### src/rtl/lru_data_feeder_if.sv
// Board-side bus of the LRU data feeder.
//   btn_push   : raw asynchronous push button (board -> feeder)
//   sw_data    : 16-bit switch word enqueued on a press (board -> feeder)
//   data       : word presented to the LRU buffer (feeder -> buffer)
//   valid_data : registered write strobe to the LRU buffer (feeder -> buffer)
//   busy       : FSM not idle or FIFO not empty
//   count      : FIFO occupancy, full : count == DEPTH
//   overflow   : sticky, a press was dropped because the FIFO was full
// The master modport is the feeder; the slave modport is whatever drives
// the buttons/switches and observes the write strobe.
interface lru_data_feeder_if #(
    parameter int DEPTH = 4
) ();
    localparam int CW = $clog2(DEPTH) + 1;

    logic          btn_push;
    logic [15:0]   sw_data;
    logic [15:0]   data;
    logic          valid_data;
    logic          busy;
    logic [CW-1:0] count;
    logic          full;
    logic          overflow;

    modport master (
        input  btn_push,
        input  sw_data,
        output data,
        output valid_data,
        output busy,
        output count,
        output full,
        output overflow
    );

    modport slave (
        output btn_push,
        output sw_data,
        input  data,
        input  valid_data,
        input  busy,
        input  count,
        input  full,
        input  overflow
    );
endinterface

### src/rtl/lru_data_feeder.sv
// Producer for the 8-entry LRU buffer write port. A debounced button press
// captures the switch word into a small FIFO; an FSM pops words one at a
// time and frames each as LOAD (data setup, strobe low), HIGH (strobe high
// for PULSE_HIGH cycles) and GAP (strobe low for PULSE_GAP cycles), so the
// buffer always sees a clean rising edge per word.
// Ports:
//   clk : system clock
//   rst : synchronous active-high reset
//   bus : lru_data_feeder_if.master (btn_push, sw_data in; data, valid_data,
//         busy, count, full, overflow out)
module lru_data_feeder #(
    parameter int DEBOUNCE_CYCLES = 4,
    parameter int PULSE_HIGH      = 2,
    parameter int PULSE_GAP       = 2,
    parameter int DEPTH           = 4
) (
    input  logic                 clk,
    input  logic                 rst,
    lru_data_feeder_if.master    bus
);
    localparam int AW   = $clog2(DEPTH);
    localparam int CW   = AW + 1;
    localparam int DBW  = $clog2(DEBOUNCE_CYCLES + 1);
    localparam int TMAX = (PULSE_HIGH > PULSE_GAP) ? PULSE_HIGH : PULSE_GAP;
    localparam int TW   = $clog2(TMAX + 1);

    typedef enum logic [1:0] {IDLE, LOAD, HIGH, GAP} state_t;

    // Synchronizer and debouncer
    logic           sync1_reg;
    logic           btn_s_reg;
    logic [DBW-1:0] db_cnt_reg;
    logic           stable_reg;
    logic           press_reg;

    // FIFO
    logic [15:0]    mem [DEPTH];
    logic [AW-1:0]  wr_ptr_reg;
    logic [AW-1:0]  rd_ptr_reg;
    logic [CW-1:0]  count_reg;
    logic           overflow_reg;
    logic           fifo_full;
    logic           pop;
    logic           push_ok;

    // Framing FSM
    state_t         state_reg, state_next;
    logic [TW-1:0]  timer_reg, timer_next;
    logic [15:0]    data_reg;
    logic           valid_reg;

    always_ff @(posedge clk) begin
        if (rst) begin
            sync1_reg  <= 1'b0;
            btn_s_reg  <= 1'b0;
            db_cnt_reg <= '0;
            stable_reg <= 1'b0;
            press_reg  <= 1'b0;
        end else begin
            sync1_reg <= bus.btn_push;
            btn_s_reg <= sync1_reg;
            press_reg <= 1'b0;
            if (btn_s_reg != stable_reg) begin
                // The counter holds how many consecutive differing samples
                // preceded this one, so the flip lands on the
                // DEBOUNCE_CYCLES-th differing sample.
                if (db_cnt_reg == DBW'(DEBOUNCE_CYCLES - 1)) begin
                    stable_reg <= btn_s_reg;
                    db_cnt_reg <= '0;
                    press_reg  <= btn_s_reg;   // 0->1 only; release is silent
                end else begin
                    db_cnt_reg <= db_cnt_reg + 1'b1;
                end
            end else begin
                db_cnt_reg <= '0;
            end
        end
    end

    assign fifo_full = (count_reg == CW'(DEPTH));
    assign pop       = (state_reg == IDLE) && (count_reg != '0);
    // A pop in the same cycle frees the slot, so a full FIFO still accepts.
    assign push_ok   = press_reg && (!fifo_full || pop);

    // Storage is left unreset so it maps onto plain RAM.
    always_ff @(posedge clk) begin
        if (push_ok) begin
            mem[wr_ptr_reg] <= bus.sw_data;
        end
    end

    always_ff @(posedge clk) begin
        if (rst) begin
            wr_ptr_reg   <= '0;
            rd_ptr_reg   <= '0;
            count_reg    <= '0;
            overflow_reg <= 1'b0;
            data_reg     <= '0;
        end else begin
            if (push_ok) begin
                wr_ptr_reg <= wr_ptr_reg + 1'b1;
            end
            if (press_reg && !push_ok) begin
                overflow_reg <= 1'b1;
            end
            if (pop) begin
                // When full, wr_ptr == rd_ptr: the read returns the old head
                // while the new word is written behind it.
                data_reg   <= mem[rd_ptr_reg];
                rd_ptr_reg <= rd_ptr_reg + 1'b1;
            end
            case ({push_ok, pop})
                2'b10:   count_reg <= count_reg + 1'b1;
                2'b01:   count_reg <= count_reg - 1'b1;
                default: count_reg <= count_reg;
            endcase
        end
    end

    always_comb begin
        state_next = state_reg;
        timer_next = timer_reg;
        case (state_reg)
            IDLE: begin
                if (pop) begin
                    state_next = LOAD;
                    timer_next = '0;
                end
            end
            LOAD: begin
                state_next = HIGH;
                timer_next = '0;
            end
            HIGH: begin
                if (timer_reg == TW'(PULSE_HIGH - 1)) begin
                    state_next = GAP;
                    timer_next = '0;
                end else begin
                    timer_next = timer_reg + 1'b1;
                end
            end
            GAP: begin
                if (timer_reg == TW'(PULSE_GAP - 1)) begin
                    state_next = IDLE;
                    timer_next = '0;
                end else begin
                    timer_next = timer_reg + 1'b1;
                end
            end
            default: begin
                state_next = IDLE;
                timer_next = '0;
            end
        endcase
    end

    always_ff @(posedge clk) begin
        if (rst) begin
            state_reg <= IDLE;
            timer_reg <= '0;
            valid_reg <= 1'b0;
        end else begin
            state_reg <= state_next;
            timer_reg <= timer_next;
            // Registered from the next state so the strobe is high exactly
            // while the FSM sits in HIGH, with no combinational glitches.
            valid_reg <= (state_next == HIGH);
        end
    end

    assign bus.data       = data_reg;
    assign bus.valid_data = valid_reg;
    assign bus.busy       = (state_reg != IDLE) || (count_reg != '0);
    assign bus.count      = count_reg;
    assign bus.full       = fifo_full;
    assign bus.overflow   = overflow_reg;
endmodule

### src/flat_wrapper.sv
// flat-port wrapper written by rule: the top's interface ports become plain ports
module lru_data_feeder_flat 
#(
    parameter int DEBOUNCE_CYCLES = 4,
    parameter int PULSE_HIGH      = 2,
    parameter int PULSE_GAP       = 2,
    parameter int DEPTH           = 4
)
  (clk, rst, bus_btn_push, bus_sw_data, bus_data, bus_valid_data, bus_busy, bus_count, bus_full, bus_overflow);
  lru_data_feeder_if #(.DEPTH(DEPTH)) bus_i ();
  input  logic clk;
  input  logic rst;
  input wire logic [$bits(bus_i.btn_push)-1:0] bus_btn_push;
  input wire logic [$bits(bus_i.sw_data)-1:0] bus_sw_data;
  output wire logic [$bits(bus_i.data)-1:0] bus_data;
  output wire logic [$bits(bus_i.valid_data)-1:0] bus_valid_data;
  output wire logic [$bits(bus_i.busy)-1:0] bus_busy;
  output wire logic [$bits(bus_i.count)-1:0] bus_count;
  output wire logic [$bits(bus_i.full)-1:0] bus_full;
  output wire logic [$bits(bus_i.overflow)-1:0] bus_overflow;
  assign bus_i.btn_push = bus_btn_push;
  assign bus_i.sw_data = bus_sw_data;
  assign bus_data = bus_i.data;
  assign bus_valid_data = bus_i.valid_data;
  assign bus_busy = bus_i.busy;
  assign bus_count = bus_i.count;
  assign bus_full = bus_i.full;
  assign bus_overflow = bus_i.overflow;
  lru_data_feeder #(.DEBOUNCE_CYCLES(DEBOUNCE_CYCLES), .PULSE_HIGH(PULSE_HIGH), .PULSE_GAP(PULSE_GAP), .DEPTH(DEPTH)) u_core (.clk(clk), .rst(rst), .bus(bus_i));
endmodule
### config.mk
export PLATFORM = sky130hd
export DESIGN_NAME = lru_data_feeder_flat
export DESIGN_NICKNAME = d
export VERILOG_FILES = /design/src/rtl/lru_data_feeder_if.sv /design/src/rtl/lru_data_feeder.sv /design/src/flat_wrapper.sv
export SDC_FILE = /design/constraint.sdc
export NUM_CORES = 1
export LEC_CHECK = 0
export ABC_AREA = 1
export CAP_MARGIN = 5
export CORE_AREA = 2 2 118 63
export CTS_BUF_LIST = sky130_fd_sc_hd__clkbuf_2
export DETAILED_ROUTE_END_ITERATION = 6
export DIE_AREA = 0 0 120 65
export MAX_ROUTING_LAYER = met4
export PLACE_DENSITY = 0.8
export SLEW_MARGIN = 20
export SYNTH_ARGS = -nofsm -noshare
export SYNTH_HDL_FRONTEND = slang
export SYNTH_SLANG_ARGS = --single-unit
### constraint.sdc
create_clock -name clk -period 2.1 [get_ports clk]
set_input_delay 0.63 -clock clk [delete_from_list [all_inputs] [get_ports clk]]
set_output_delay 0.63 -clock clk [all_outputs]
set_load 0.01 [all_outputs]
After elaboration in Yosys (flattened, before gate mapping). Memories as Yosys holds them, arrays and structs flattened. A register that Yosys moved wholly into a read port is not among the register bits. Index checks and enable logic that the tools add are counted.

Memories kept: 1. Logic and storage cells: 57. RAM bits: 64. Flip-flop bits (word level): 20.

Memory list: u_core.mem (words 4, bits a word 16, read ports 1, clocked after memory_dff 1, wr ports 1, line lru_data_feeder.sv:37) `logic [15:0] mem [DEPTH];`.

Add/sub/neg operators: 6. Equality and inequality tests: 11. Mux-type cells: 10. Bitwise operators: 2. Reduce and logical (&&, ||, !) cells: 15.

Operators with widths (number): $mux 2 (5); $eq 2x2->1 const B (4); $pmux 2 s4 (1); $add 2x1->2 const B (3); $add 3x1->3 const B (2); $eq 2x1->1 const B (3); $pmux 2 s3 (1); $pmux 3 s2 (1); $reduce_or 3->1 (2); $reduce_bool 2->1 (2); $eq 3x2->1 const B (1); $eq 3x3->1 const B (1); $logic_and 1x1->1 (3); $reduce_bool 3->1 (1); $sub 3x1->3 const B (1); $logic_not 1->1 (2); $logic_not 2->1 (1); $logic_or 1x1->1 (2); $mux 1 (2); $ne 2x1->1 const B (1); $not 1->1 (2); $reduce_and 2->1 (1); $reduce_or 2->1 (1); $ne 1x1->1 (1).

Depth between registers and ports, before layout.
Depth after elaboration: 6. Depth in mapped cells: 10. Gate-level depth less buffers: 10.

Worst setup path before layout. OpenSTA, ideal clock, no wires.

Path type: register -> register. Start point: register u_core.count_reg[0] (netlist: u_core.bus.count[0]). End point: memory u_core.mem[0][0], enable pin. Data required time: 1711 ps. Arrival time: 1454 ps. Path slack: 257 ps. Stages on the path, launching flop included: 5. Clock period less this slack: 1843 ps. Cell sequence: dfxtp_1 -> nor2_4 -> nand2_1 -> o21ai_4 -> nor2_1.

Longest elaborated chain between the ends: 6. Elaborated cells on any way between the ends: 8. Those cells by class: 1 x eq/ne; 2 x mux; 5 x reduce/logical.

RTL lines: start: declaration (line lru_data_feeder.sv:40) `logic [CW-1:0] count_reg;`; start signal: assignment (line lru_data_feeder.sv:113) `2'b10: count_reg <= count_reg + 1'b1;`; start signal: assignment (line lru_data_feeder.sv:114) `2'b01: count_reg <= count_reg - 1'b1;`; start signal: assignment (line lru_data_feeder.sv:115) `default: count_reg <= count_reg;`; $eq 3x3->1 / $reduce_bool 3->1 (equally long branches) (line lru_data_feeder.sv:80, lru_data_feeder.sv:81); $logic_not 1->1 / $logic_and 1x1->1 (equally long branches) (line lru_data_feeder.sv:83, lru_data_feeder.sv:81); $logic_or 1x1->1 * (line lru_data_feeder.sv:83) `assign push_ok = press_reg && (!fifo_full || pop);`; $logic_and 1x1->1 * (line lru_data_feeder.sv:83); $mux 1 * (line lru_data_feeder.sv:87) `if (push_ok) begin`; $mux 1 (implied by the code) * (line lru_data_feeder.sv:88) `mem[wr_ptr_reg] <= bus.sw_data;`; end: declaration (line lru_data_feeder.sv:37).

Every way passes the cells marked *; elsewhere a longest branch is shown, timed or not.

Final worst setup path.
Start point: register u_core.state_reg[1]. End point: output bus_busy.

Longest elaborated chain between the ends: 2.

RTL lines: start: declaration (line lru_data_feeder.sv:47) `state_t state_reg, state_next;`; start signal: assignment (line lru_data_feeder.sv:163) `state_reg <= state_next;`; $reduce_bool 2->1 (line lru_data_feeder.sv:173) `assign bus.busy = (state_reg != IDLE) || (count_reg != '0);`; $logic_or 1x1->1 (line lru_data_feeder.sv:173); end: declaration (line flat_wrapper.sv:17) `output wire logic [$bits(bus_i.busy)-1:0] bus_busy;`.

Every way passes these cells.

==> metrics list <==
- Clock buffers created by TritonCTS: 9
- Measured against its own limit, the worst slew margin works out to 0.674.
* Remaining global-route overflow: 0
- End-of-flow core utilization: 0.658
- In the routed layout, each cell is associated on average with a via count of 5.21.
* Fillers: about 550
- The clock net in this run drives a total of 100 sinks.
- Prior to clock tree synthesis, the placed netlist has a worst setup slack of between 200 and 250 ps.
- Worst supply voltage drop on vdd: about 550 uV
- In this run the worst path has a maximum fanout of 4.
- The die is 65 um tall.
- Syn_nets: between 300 and 400
- The initial antenna violation count was 0.
- CTS clock-pin slew for the worst setup and hold paths: 240 ps
- Largest net degree at the start of global routing: 35
- Data on the critical path is required at its endpoint by approximately 1500 ps.
- For this block, the initial DRC count from the detailed router was 180.
- Routed via count: 2,568
* Depth of the worst register-to-register path: 9
- In this run the clock root is driven by a clkbuf_2.
* Number of detailed-routing iterations run before antenna repair: 4
* Worst setup path category: reg2out
* Share of layout cells above drive strength 1: 0.176
- For this block, the routed nets add up to between 7 and 8 mm of wire.
- Data arrival time of the critical path: 1360 ps
* Kind of end point of the critical path: primary output
- The core region is about 7000 sq um.
- Min-delay worst type: reg2reg
* Tot GR Track Use: 0.219
- The routed design could run at a clock period as short as roughly 2000 ps.
* Outcome: finished, final reports clean
- For the final routed database, the setup TNS stands at 0 ps.
* Average instance area after synthesis: 11.3 sq um
- For this design, the slowest cell found on the critical path is dfxtp_2.
- The sequential cells in the finished layout cover a total of 2680 sq um.
- Row generation in the floorplan step produced 22 rows.
- In this run, distinct cell masters in the synthesized netlist total 24.
* Count of flip-flops with a built-in enable after synthesis: 64
* Setup slack on the worst flop-to-flop path: around 430 ps
* Number of cells in the design after placement: 473
- The number of hold-slack violations in the final timing report was 0.
* Diodes inserted: 0
- The worst path meets setup with between 100 and 150 ps of slack.
- Leakage power: ~1.7 nW
- Most area-consuming cells after synthesis: edfxtp_1, dfxtp_1, nor2_1
- Commonest cells in the netlist: nor2_1, edfxtp_1, o21ai_0
- The biggest area contributor in the post-synthesis netlist is edfxtp_1.
- Fraction of registers with async set or reset after synthesis: 0
- The share of synthesized area in the top cell type comes to 0.504.
- Portion of the post-synthesis area used by sequential elements: 0.693
- Slew of the pin with the lowest slew margin: 488 ps
- The floorplan step set the die width to 120 um.
* Placer Congestion: 0.801
- Post-route total power: just under 5 mW
- Cells along the critical path: inv_4, nand2_4, inv_2, nand3_2, buf_6
- Of the available clock period, the critical path in the final layout requires 0.947.
- In this run the most critical hold path is launched from u_core.sync1_reg.
* Launch point of the worst reg-to-reg path: u_core.bus.count[1]
* Worst Hold Endpoint: u_core.btn_s_reg
- Critical register-to-register path endpoint: u_core.bus.count[2]
* Worst hold stages: 2
* Flip-flop count of the largest register, all copies and words added: 64
* Cell count after synthesis: roughly 340
- Max H-tree Level: 3
- Routed length per instance: between 15 and 20 um
* Initial cell density of the core: 0.552
- Clock tree from TritonCTS: done
* Half-perimeter wire length after detailed placement: around 4.8 mm
- The final max-slew violation count was 0.
* DRC Markers: 0
* Yosys warns: 0
* Number of global-route vias before repair: about 2,400
- Clock skew on the completed layout was measured at 19.1 ps.
* Total of flip-flops plus latches after synthesis: 100
- Setup violations remaining at the end of the flow were counted as 0.
- Fmax: approximately 500 MHz
- Kind of launch point of the worst setup path: register
- The tool flagged a number of max-cap violations equal to 0.
- Boundary pin count: between 40 and 50
* Post-DRT Antenna Nets: 0
- Area growth from synthesis to layout: 19.2%
- After synthesis the cells add up to around 3800 sq um.
- Power spread over the standard cell area amounts to approximately 1100 nW/um^2.
- Insertion delay to the later sink of the worst-skew pair: approximately 570 ps
* Maximum buffer depth of the clock tree: 2
- Die Footprint: 7800 sq um
- Nets@finish: between 400 and 500
- Among all flip-flop cells after synthesis, the most frequent one is edfxtp_1.
- The first global-routing pass estimated 12.3 mm of wire.
- Count of hold-fix buffers inserted at cts: 0
- The count of cells in the finished layout, fillers not included, comes to 493.
- Most repeated cell in the gate-level netlist after synthesis: nor2_1
* Buffers added on ports: 41
- Unrepaired setup endpoints after global routing: true
* Slowest stage delay, CP: 390 ps
- The multi-input combinational cells in the finished layout cover a total of between 900 and 1000 sq um.
cells by family (layout without fill, tap and decap cells):
logic type,Yosys count,after routing,share of synthesized area
and+or+nand+nor,103,103,0.107
DFF,100,100,0.693
AOI/OAI and AO/OA,84,84,0.122
buffers and inverters,43,102,0.0499
adders and majority gates,7,7,0.0249
xor gates and xnor gates,1,1,0.00230
placed cells by master (no fill, tap or decap), drive strengths merged:
| master | netlist | routed |
|---|---|---|
| a21oi | 9 | 9 |
| a31oi | 17 | 17 |
| buf | 11 | 19 |
| bufinv | 0 | 2 |
| clkbuf | 4 | 9 |
| clkdlybuf4s50 | 0 | 18 |
| clkinv | 0 | 4 |
| clkinvlp | 0 | 1 |
| dfxtp | 36 | 36 |
| dlygate4sd2 | 0 | 21 |
| edfxtp | 64 | 64 |
| fa | 1 | 1 |
| ha | 6 | 6 |
| inv | 28 | 28 |
| nand2 | 11 | 11 |
| nand3 | 8 | 8 |
| nand4 | 1 | 1 |
| nor2 | 83 | 83 |
| o211ai | 1 | 1 |
| o21ai | 57 | 57 |
| xor2 | 1 | 1 |
metrics by stage:
stage                     cell area, sq um  hold WS (ps)
final                                 4550           427
after detailed placement              4360           406
after global placement                4360           400
after global routing                  4550           443
after floorplan                       3810           388
after CTS                             4520           433
how the worst max path moves through the flow:
stage,from,to,slack [ps]
2_1_floorplan,u_core.bus.count[0],u_core.mem[0][0],260
3_5_place_dp,u_core.state_reg[1],bus_busy,210
3_3_place_gp,u_core.bus.count[0],bus_full,270
5_1_grt,u_core.state_reg[1],bus_busy,-10
4_1_cts,u_core.bus.count[1],bus_full,30
6_report,u_core.state_reg[1],bus_busy,110
worst max-delay path, delay by kind of cell (launching register included):
family	cells	cell delay, ps
buf+inv	3	270
flops	1	390
simple gates	2	150
cell type report:
type,count,share of cell area
flip-flops and latches,100,0.588
multi-input cells,195,0.218
repair buffers,58,0.113
well taps,96,0.0264
inverters,28,0.0237
clock inverters,7,0.0201
clock buffers,9,0.00991
metal layers:
layer	vias to the layer above	routed length [um]	global-route usage
met5	-	0	-
li1	1277	-	-
met1	1210	3430	0.285
met2	72	3480	0.338
met3	9	488	0.0590
met4	0	91	0.0750
timing repair:
action | in CTS | in global routing
buffers inserted | 3 | 1
pin swaps | 2 | 3
hold endpoints to repair | 0 | 0
gates resized for setup | 56 | 6
setup endpoints to repair | 23 | 2
report_power, final:
| part | total, mW | switching (mW) | internal, mW | leakage, nW |
|---|---|---|---|---|
| clock | 0.989 | 0.600 | 0.389 | 0.0816 |
| sequential | 2.40 | 0.105 | 2.29 | 0.879 |
| combinational | 1.56 | 0.956 | 0.606 | 0.775 |
| total | 4.95 | 1.66 | 3.29 | 1.74 |
Power figures use the tool's default switching activity.
